==> config.mk <==
export PLATFORM = sky130hd
export DESIGN_NAME = alu_issue_ctrl
export DESIGN_NICKNAME = d
export VERILOG_FILES = /design/src/rtl/alu_pkg.sv /design/src/rtl/alu_regfile.sv /design/src/rtl/alu_issue_ctrl.sv
export SDC_FILE = /design/constraint.sdc
export NUM_CORES = 1
export LEC_CHECK = 0
export ABC_CLOCK_PERIOD_IN_PS = 4550
export CORE_MARGIN = 4
export CORE_UTILIZATION = 60
export CTS_CLUSTER_DIAMETER = 50
export DETAILED_ROUTE_END_ITERATION = 8
export PLACE_DENSITY = 0.9
export REMOVE_ABC_BUFFERS = 1
export SYNTH_ARGS = -nofsm -noshare
export SYNTH_HDL_FRONTEND = slang
export SYNTH_SLANG_ARGS = --single-unit
==> constraint.sdc <==
create_clock -name clk -period 4.55 [get_ports clk]
set_clock_uncertainty 0.1 [all_clocks]
set_input_delay 0.455 -clock clk [delete_from_list [all_inputs] [get_ports clk]]
set_output_delay 0.455 -clock clk [all_outputs]
set_load 0.03 [all_outputs]
==> src/rtl/alu_pkg.sv <==
// Shared definitions for the ALU issue controller: data width, ALU opcodes,
// controller state encoding and the packed status-flag record.
package alu_pkg;

  localparam int DATA_W = 16;

  localparam logic [3:0] OP_ADD = 4'b0100;
  localparam logic [3:0] OP_SUB = 4'b0101;
  localparam logic [3:0] OP_SHL = 4'b0110;
  localparam logic [3:0] OP_SHR = 4'b0111;

  typedef enum logic [1:0] {
    ST_IDLE    = 2'd0,
    ST_ISSUE   = 2'd1,
    ST_CAPTURE = 2'd2
  } state_t;

  typedef struct packed {
    logic c;
    logic s;
    logic v;
  } flags_t;

endpackage

==> src/rtl/alu_regfile.sv <==
// Register file: NREGS x DATA_W, one write port and three combinational read
// ports (two operands plus debug). R0 is hard-wired to zero on every read.
module alu_regfile
  import alu_pkg::*;
#(
  parameter int NREGS = 8,
  parameter int AW    = $clog2(NREGS)
) (
  input  logic              clk,
  input  logic              rst_n,
  input  logic              i_we,
  input  logic [AW-1:0]     i_waddr,
  input  logic [DATA_W-1:0] i_wdata,
  input  logic [AW-1:0]     i_rs1_addr,
  output logic [DATA_W-1:0] o_rs1_data,
  input  logic [AW-1:0]     i_rs2_addr,
  output logic [DATA_W-1:0] o_rs2_data,
  input  logic [AW-1:0]     i_dbg_addr,
  output logic [DATA_W-1:0] o_dbg_data
);

  logic [DATA_W-1:0] r_mem [NREGS];

  // Storage update; writes aimed at R0 are discarded.
  always_ff @(posedge clk or negedge rst_n) begin
    if (!rst_n) begin
      for (int i = 0; i < NREGS; i++) begin
        r_mem[i] <= {DATA_W{1'b0}};
      end
    end else if (i_we && (i_waddr != {AW{1'b0}})) begin
      r_mem[i_waddr] <= i_wdata;
    end
  end

  assign o_rs1_data = (i_rs1_addr == {AW{1'b0}}) ? {DATA_W{1'b0}} : r_mem[i_rs1_addr];
  assign o_rs2_data = (i_rs2_addr == {AW{1'b0}}) ? {DATA_W{1'b0}} : r_mem[i_rs2_addr];
  assign o_dbg_data = (i_dbg_addr == {AW{1'b0}}) ? {DATA_W{1'b0}} : r_mem[i_dbg_addr];

endmodule

==> src/rtl/alu_issue_ctrl.sv <==
// ALU issue controller: accepts one instruction at a time, holds operands on the
// ALU for ALU_LATENCY clocks (1..7), then writes the result back and updates flags.
module alu_issue_ctrl #(
  parameter int ALU_LATENCY = 2,
  parameter int NREGS       = 8
) (
  input  logic        clk,
  input  logic        rst_n,
  input  logic        instr_valid,
  output logic        instr_ready,
  input  logic [3:0]  instr_opcode,
  input  logic [2:0]  instr_rd,
  input  logic [2:0]  instr_rs1,
  input  logic [2:0]  instr_rs2,
  input  logic        instr_imm_en,
  input  logic [15:0] instr_imm,
  output logic [3:0]  alu_opcode,
  output logic [15:0] alu_a,
  output logic [15:0] alu_b,
  input  logic [15:0] alu_result,
  input  logic        alu_carry,
  input  logic        alu_sign,
  input  logic        alu_overflow,
  output logic        wb_valid,
  output logic [2:0]  wb_rd,
  output logic [15:0] wb_data,
  output logic        flag_c,
  output logic        flag_s,
  output logic        flag_v,
  output logic        busy,
  input  logic [2:0]  dbg_addr,
  output logic [15:0] dbg_data
);
  import alu_pkg::*;

  localparam logic [2:0] LAT_C = 3'(ALU_LATENCY);

  state_t            r_state;
  logic [2:0]        r_cnt;
  logic [2:0]        r_rd;
  logic [3:0]        r_alu_op;
  logic [DATA_W-1:0] r_alu_a;
  logic [DATA_W-1:0] r_alu_b;
  logic              r_wb_valid;
  logic [2:0]        r_wb_rd;
  logic [DATA_W-1:0] r_wb_data;
  flags_t            r_flags;
  logic              r_ready;
  logic              r_busy;

  logic [DATA_W-1:0] w_rs1_data;
  logic [DATA_W-1:0] w_rs2_data;
  logic [DATA_W-1:0] w_b_operand;
  logic              w_accept;
  logic              w_wr_en;

  // r_ready is high exactly while in IDLE, so this is the handshake.
  assign w_accept    = instr_valid && r_ready;
  assign w_wr_en     = (r_state == ST_CAPTURE);
  assign w_b_operand = instr_imm_en ? instr_imm : w_rs2_data;

  alu_regfile #(
    .NREGS (NREGS),
    .AW    (3)
  ) u_regfile (
    .clk        (clk),
    .rst_n      (rst_n),
    .i_we       (w_wr_en),
    .i_waddr    (r_rd),
    .i_wdata    (alu_result),
    .i_rs1_addr (instr_rs1),
    .o_rs1_data (w_rs1_data),
    .i_rs2_addr (instr_rs2),
    .o_rs2_data (w_rs2_data),
    .i_dbg_addr (dbg_addr),
    .o_dbg_data (dbg_data)
  );

  // Issue FSM with all controller outputs registered.
  always_ff @(posedge clk or negedge rst_n) begin
    if (!rst_n) begin
      r_state    <= ST_IDLE;
      r_cnt      <= 3'd0;
      r_rd       <= 3'd0;
      r_alu_op   <= 4'd0;
      r_alu_a    <= {DATA_W{1'b0}};
      r_alu_b    <= {DATA_W{1'b0}};
      r_wb_valid <= 1'b0;
      r_wb_rd    <= 3'd0;
      r_wb_data  <= {DATA_W{1'b0}};
      r_flags    <= '{c: 1'b0, s: 1'b0, v: 1'b0};
      r_ready    <= 1'b1;
      r_busy     <= 1'b0;
    end else begin
      r_wb_valid <= 1'b0;
      case (r_state)
        ST_IDLE: begin
          if (w_accept) begin
            r_alu_op <= instr_opcode;
            r_alu_a  <= w_rs1_data;
            r_alu_b  <= w_b_operand;
            r_rd     <= instr_rd;
            r_cnt    <= 3'd1;
            r_state  <= ST_ISSUE;
            r_ready  <= 1'b0;
            r_busy   <= 1'b1;
          end
        end
        ST_ISSUE: begin
          if (r_cnt == LAT_C) begin
            r_state <= ST_CAPTURE;
          end else begin
            r_cnt <= r_cnt + 3'd1;
          end
        end
        ST_CAPTURE: begin
          // Regfile write happens on this same edge via w_wr_en.
          r_wb_valid <= 1'b1;
          r_wb_rd    <= r_rd;
          r_wb_data  <= alu_result;
          r_flags    <= '{c: alu_carry, s: alu_sign, v: alu_overflow};
          r_cnt      <= 3'd0;
          r_state    <= ST_IDLE;
          r_ready    <= 1'b1;
          r_busy     <= 1'b0;
        end
        default: begin
          r_state <= ST_IDLE;
          r_cnt   <= 3'd0;
          r_ready <= 1'b1;
          r_busy  <= 1'b0;
        end
      endcase
    end
  end

  assign instr_ready = r_ready;
  assign busy        = r_busy;
  assign alu_opcode  = r_alu_op;
  assign alu_a       = r_alu_a;
  assign alu_b       = r_alu_b;
  assign wb_valid    = r_wb_valid;
  assign wb_rd       = r_wb_rd;
  assign wb_data     = r_wb_data;
  assign flag_c      = r_flags.c;
  assign flag_s      = r_flags.s;
  assign flag_v      = r_flags.v;

endmodule

==> results.md <==
- Chip Height: 135.3 µm
- Slowest stage delay, CP: 0.48 ns
- Delay-heaviest family, CP: buffers and inverters
- DIE WIDTH: 135.3 µm
- Largest net degree at the start of global routing: 93
- Leak: 5.247 nW
- Post-CTS resize count: 0
- Asr flop ratio synth: 100.0%
- CP max-delay cell: clkdlybuf4s50_1
- CTS sink cnt: 181
- Fillers: 1006
- Proportion of layout cells with a drive suffix above 1: 36.77%
- Critical path class: input pin to primary output
- Vias in the first global route: 7445
- DRC viols: 0
- Final Slew Violations: 0
- Hold WC Path Type: input pin to asynchronous set/reset pin
- Cell area after synthesis: 0.009724 mm²
- VDD IR max: 0.2661 mV
- GRT overflow: 0
- IO buf count: 131
- DR vias: 7019
- Unique masters post-synth: 39
- Post-CTS Setup Inserts: 0
- Synth-to-Final Area Change: 21.28%
- Critical path peak fanout: 33
- Antenna violations before repair: 0
- Fin nets: 881
- Dpl hpwl: 15.72 mm
- Worst skew pair latency: 0.43 ns
- CTS tree: done
- # Max-Cap Violations: 0
- Worst hold margin: -0.01129 ns
- Die area: 0.01831 mm²
- Root Driver: clkbuf_16
- First drt pass iteration count: 5
- Hold_buf cts: 0
- Core area: 0.01589 mm²
- # rows: 46
- Final Hold Fails: 3
- First-pass GRT wire length: 40.19 mm
- Synthesis-stage register bit count: 181
- Vias per cell: 6.678
- Ys Warns: 0
- Clock transition at the registers of the reported paths: 0.06 ns
- Area taken by multi-input logic gates: 0.004846 mm²
- Tmin final: 3.125 ns
- Number of synthesized flops with an enable pin: 0
- Failing checks: hold timing
- GRT Total Usage: 28.58%
- RePlAce Congestion: 0.8545
- Register area: 0.004531 mm²
- Critical path capture point type: primary output
- H-Tree Depth: 4
- RSZ-0062 raised after global routing: false
- Final setup fails: 0
- Most used DFF post-synth: dfrtp_1
- Worst path bufs/invs: 4
- Routed WL: 25.65 mm
- WP data required: 3.99 ns
- Dpl cell area: 0.01121 mm²
- Startpoint types: input pin
- Total power per unit cell area: 303.1 mW/mm²
- CP dominant cell by count: buf_4
- Mapped Cells: 716
- Setup_tns: 0 ns
- Final instance area: 0.01179 mm²
- Initial DRC count: 678
- Diode count: 0
- Initial core utilization: 61.22%
- Post-route antenna net violation count: 0
- Final period util: 68.69%
- Worst-margin pin slew: 1.196 ns
- Outcome: complete, but fails checks
- Synth Area per Inst: 13.58 µm²
- Clk buf depth: 2
- Arr. time, crit path: 2.57 ns
- Per-cell routed wire length: 24.40 µm
- Fmax: 320.0 MHz
- Num CTS Buffers: 17
- CP cell instances: clkdlybuf4s50_1, buf_4, nor2b_1, buf_4, a22oi_1, o21ai_0, buf_12
- Sequential share of the synthesized area: 46.59%
- Max_slew headroom: 20.24%
- Ports: 132
## report_power, final
part           total [mW]  switching, mW  internal, mW
Combinational       0.429          0.225         0.204
Sequential           1.67         0.0290          1.64
Clock                1.48          0.587         0.891
## Yosys cell counts (2+ instances only)
cell,count,share of area [%]
dfrtp_1,180,46
nand2_1,24,0.93
buf_6,3,0.35
nor2_1,2,0.077
ha_1,2,0.26
inv_1,19,0.73
a21oi_1,19,0.98
nand2b_1,2,0.13
buf_1,5,0.19
mux2_2,166,19
nor3b_1,2,0.15
mux2_4,20,3.1
o21ai_0,5,0.26
buf_2,16,0.82
a221oi_1,45,4.1
mux2i_1,22,2.3
buf_4,2,0.15
clkbuf_1,34,1.3
o31ai_1,30,2.3
nor2b_1,36,2.3
nor3b_2,2,0.26
and2_1,16,1.0
mux4_2,48,11
## final cells by class
| cell class | instances | share of cell area (%) |
|---|---|---|
| Multi-Input combinational cell | 455 | 41.09 |
| Sequential cell | 181 | 38.42 |
| Timing Repair Buffer | 150 | 12.61 |
| Clock buffer | 27 | 4.435 |
| Tap cell | 216 | 2.292 |
| Inverter | 19 | 0.6047 |
| Clock inverter | 3 | 0.5517 |
## registers in the layout, indices dropped and copies added (netlist names), 2 cells and up
name and count:
alu_a 16, alu_b 16, alu_opcode 4, r_cnt 3, r_rd 3, r_state 2, u_regfile.r_mem 112, wb_data 16
wb_rd 3
## metrics by stage
stage          cells  total power [mW]  setup slack (ns)  util, %
2_1_floorplan    655             1.881            0.8732        -
3_3_place_gp    1021             2.105             1.481    70.54
5_1_grt         1051             3.684             1.359    74.24
3_5_place_dp    1021             2.121             1.424    70.54
6_report        1051             3.575             1.425    74.24
4_1_cts         1051             3.587             1.415    74.24
## worst register-to-register path, delay by kind of cell, from the launching register on
family           cells  cell delay [ns]
multiplexers         1             0.51
flip-flops           1             0.46
AND/OR/NAND/NOR      2             1.78
## routing by layer
metal	track usage (%)	part of all wire [%]	vias to the layer above
met5	0	0	-
met4	12.82	3.2	0
met3	6.464	8.0	73
met2	45.82	49	393
li1	-	-	2945
met1	37.67	40	3608
## cell families (layout without fill, tap and decap cells)
group           after synthesis  in the layout  synth area share, %
compound gates              103            103                7.926
fa+ha+maj                     2              2               0.2573
buf+inv                      80            199                3.770
flops                       181            181                46.59
mux                         256            256                35.69
simple gates                 94             94                5.764
## placed cells by master (no fill, tap or decap), types with 2 or more instances in the layout
| cell | synthesis | layout |
|---|---|---|
| buf_12 | 1 | 7 |
| nor2_1 | 2 | 2 |
| nor3b_2 | 2 | 2 |
| o21ai_0 | 5 | 5 |
| nor3b_1 | 2 | 2 |
| dfrtp_1 | 180 | 180 |
| clkbuf_1 | 34 | 4 |
| clkbuf_8 | 0 | 6 |
| a21oi_1 | 19 | 19 |
| inv_1 | 19 | 19 |
| mux2_2 | 166 | 166 |
| and2_1 | 16 | 16 |
| mux2_4 | 20 | 20 |
| nor2b_1 | 36 | 36 |
| ha_1 | 2 | 2 |
| buf_4 | 2 | 28 |
| a221oi_1 | 45 | 45 |
| nand2_1 | 24 | 24 |
| clkdlybuf4s50_1 | 0 | 111 |
| o31ai_1 | 30 | 30 |
| mux4_2 | 48 | 48 |
| mux2i_1 | 22 | 22 |
| bufinv_16 | 0 | 2 |
| buf_2 | 16 | 3 |
| clkbuf_16 | 0 | 17 |
## final timing paths
| kind | from | end | slack [ns] | cells past startpoint |
|---|---|---|---|---|
| worst max-delay path | dbg_addr[1] | dbg_data[15] | 1.42 | 7 |
| worst min-delay path | rst_n | alu_opcode[2] | -0.01 | 1 |
| worst max register to register | r_state[0] | u_regfile.r_mem[51] | 1.58 | 3 |
| worst min register to register | alu_a[6] | alu_a[6] | 0.38 | 2 |
| max in group asynchronous | rst_n | u_regfile.r_mem[19] | 3.37 | 2 |
| min in group clk | alu_a[6] | alu_a[6] | 0.38 | 2 |
(Power assumes the default switching activity.)
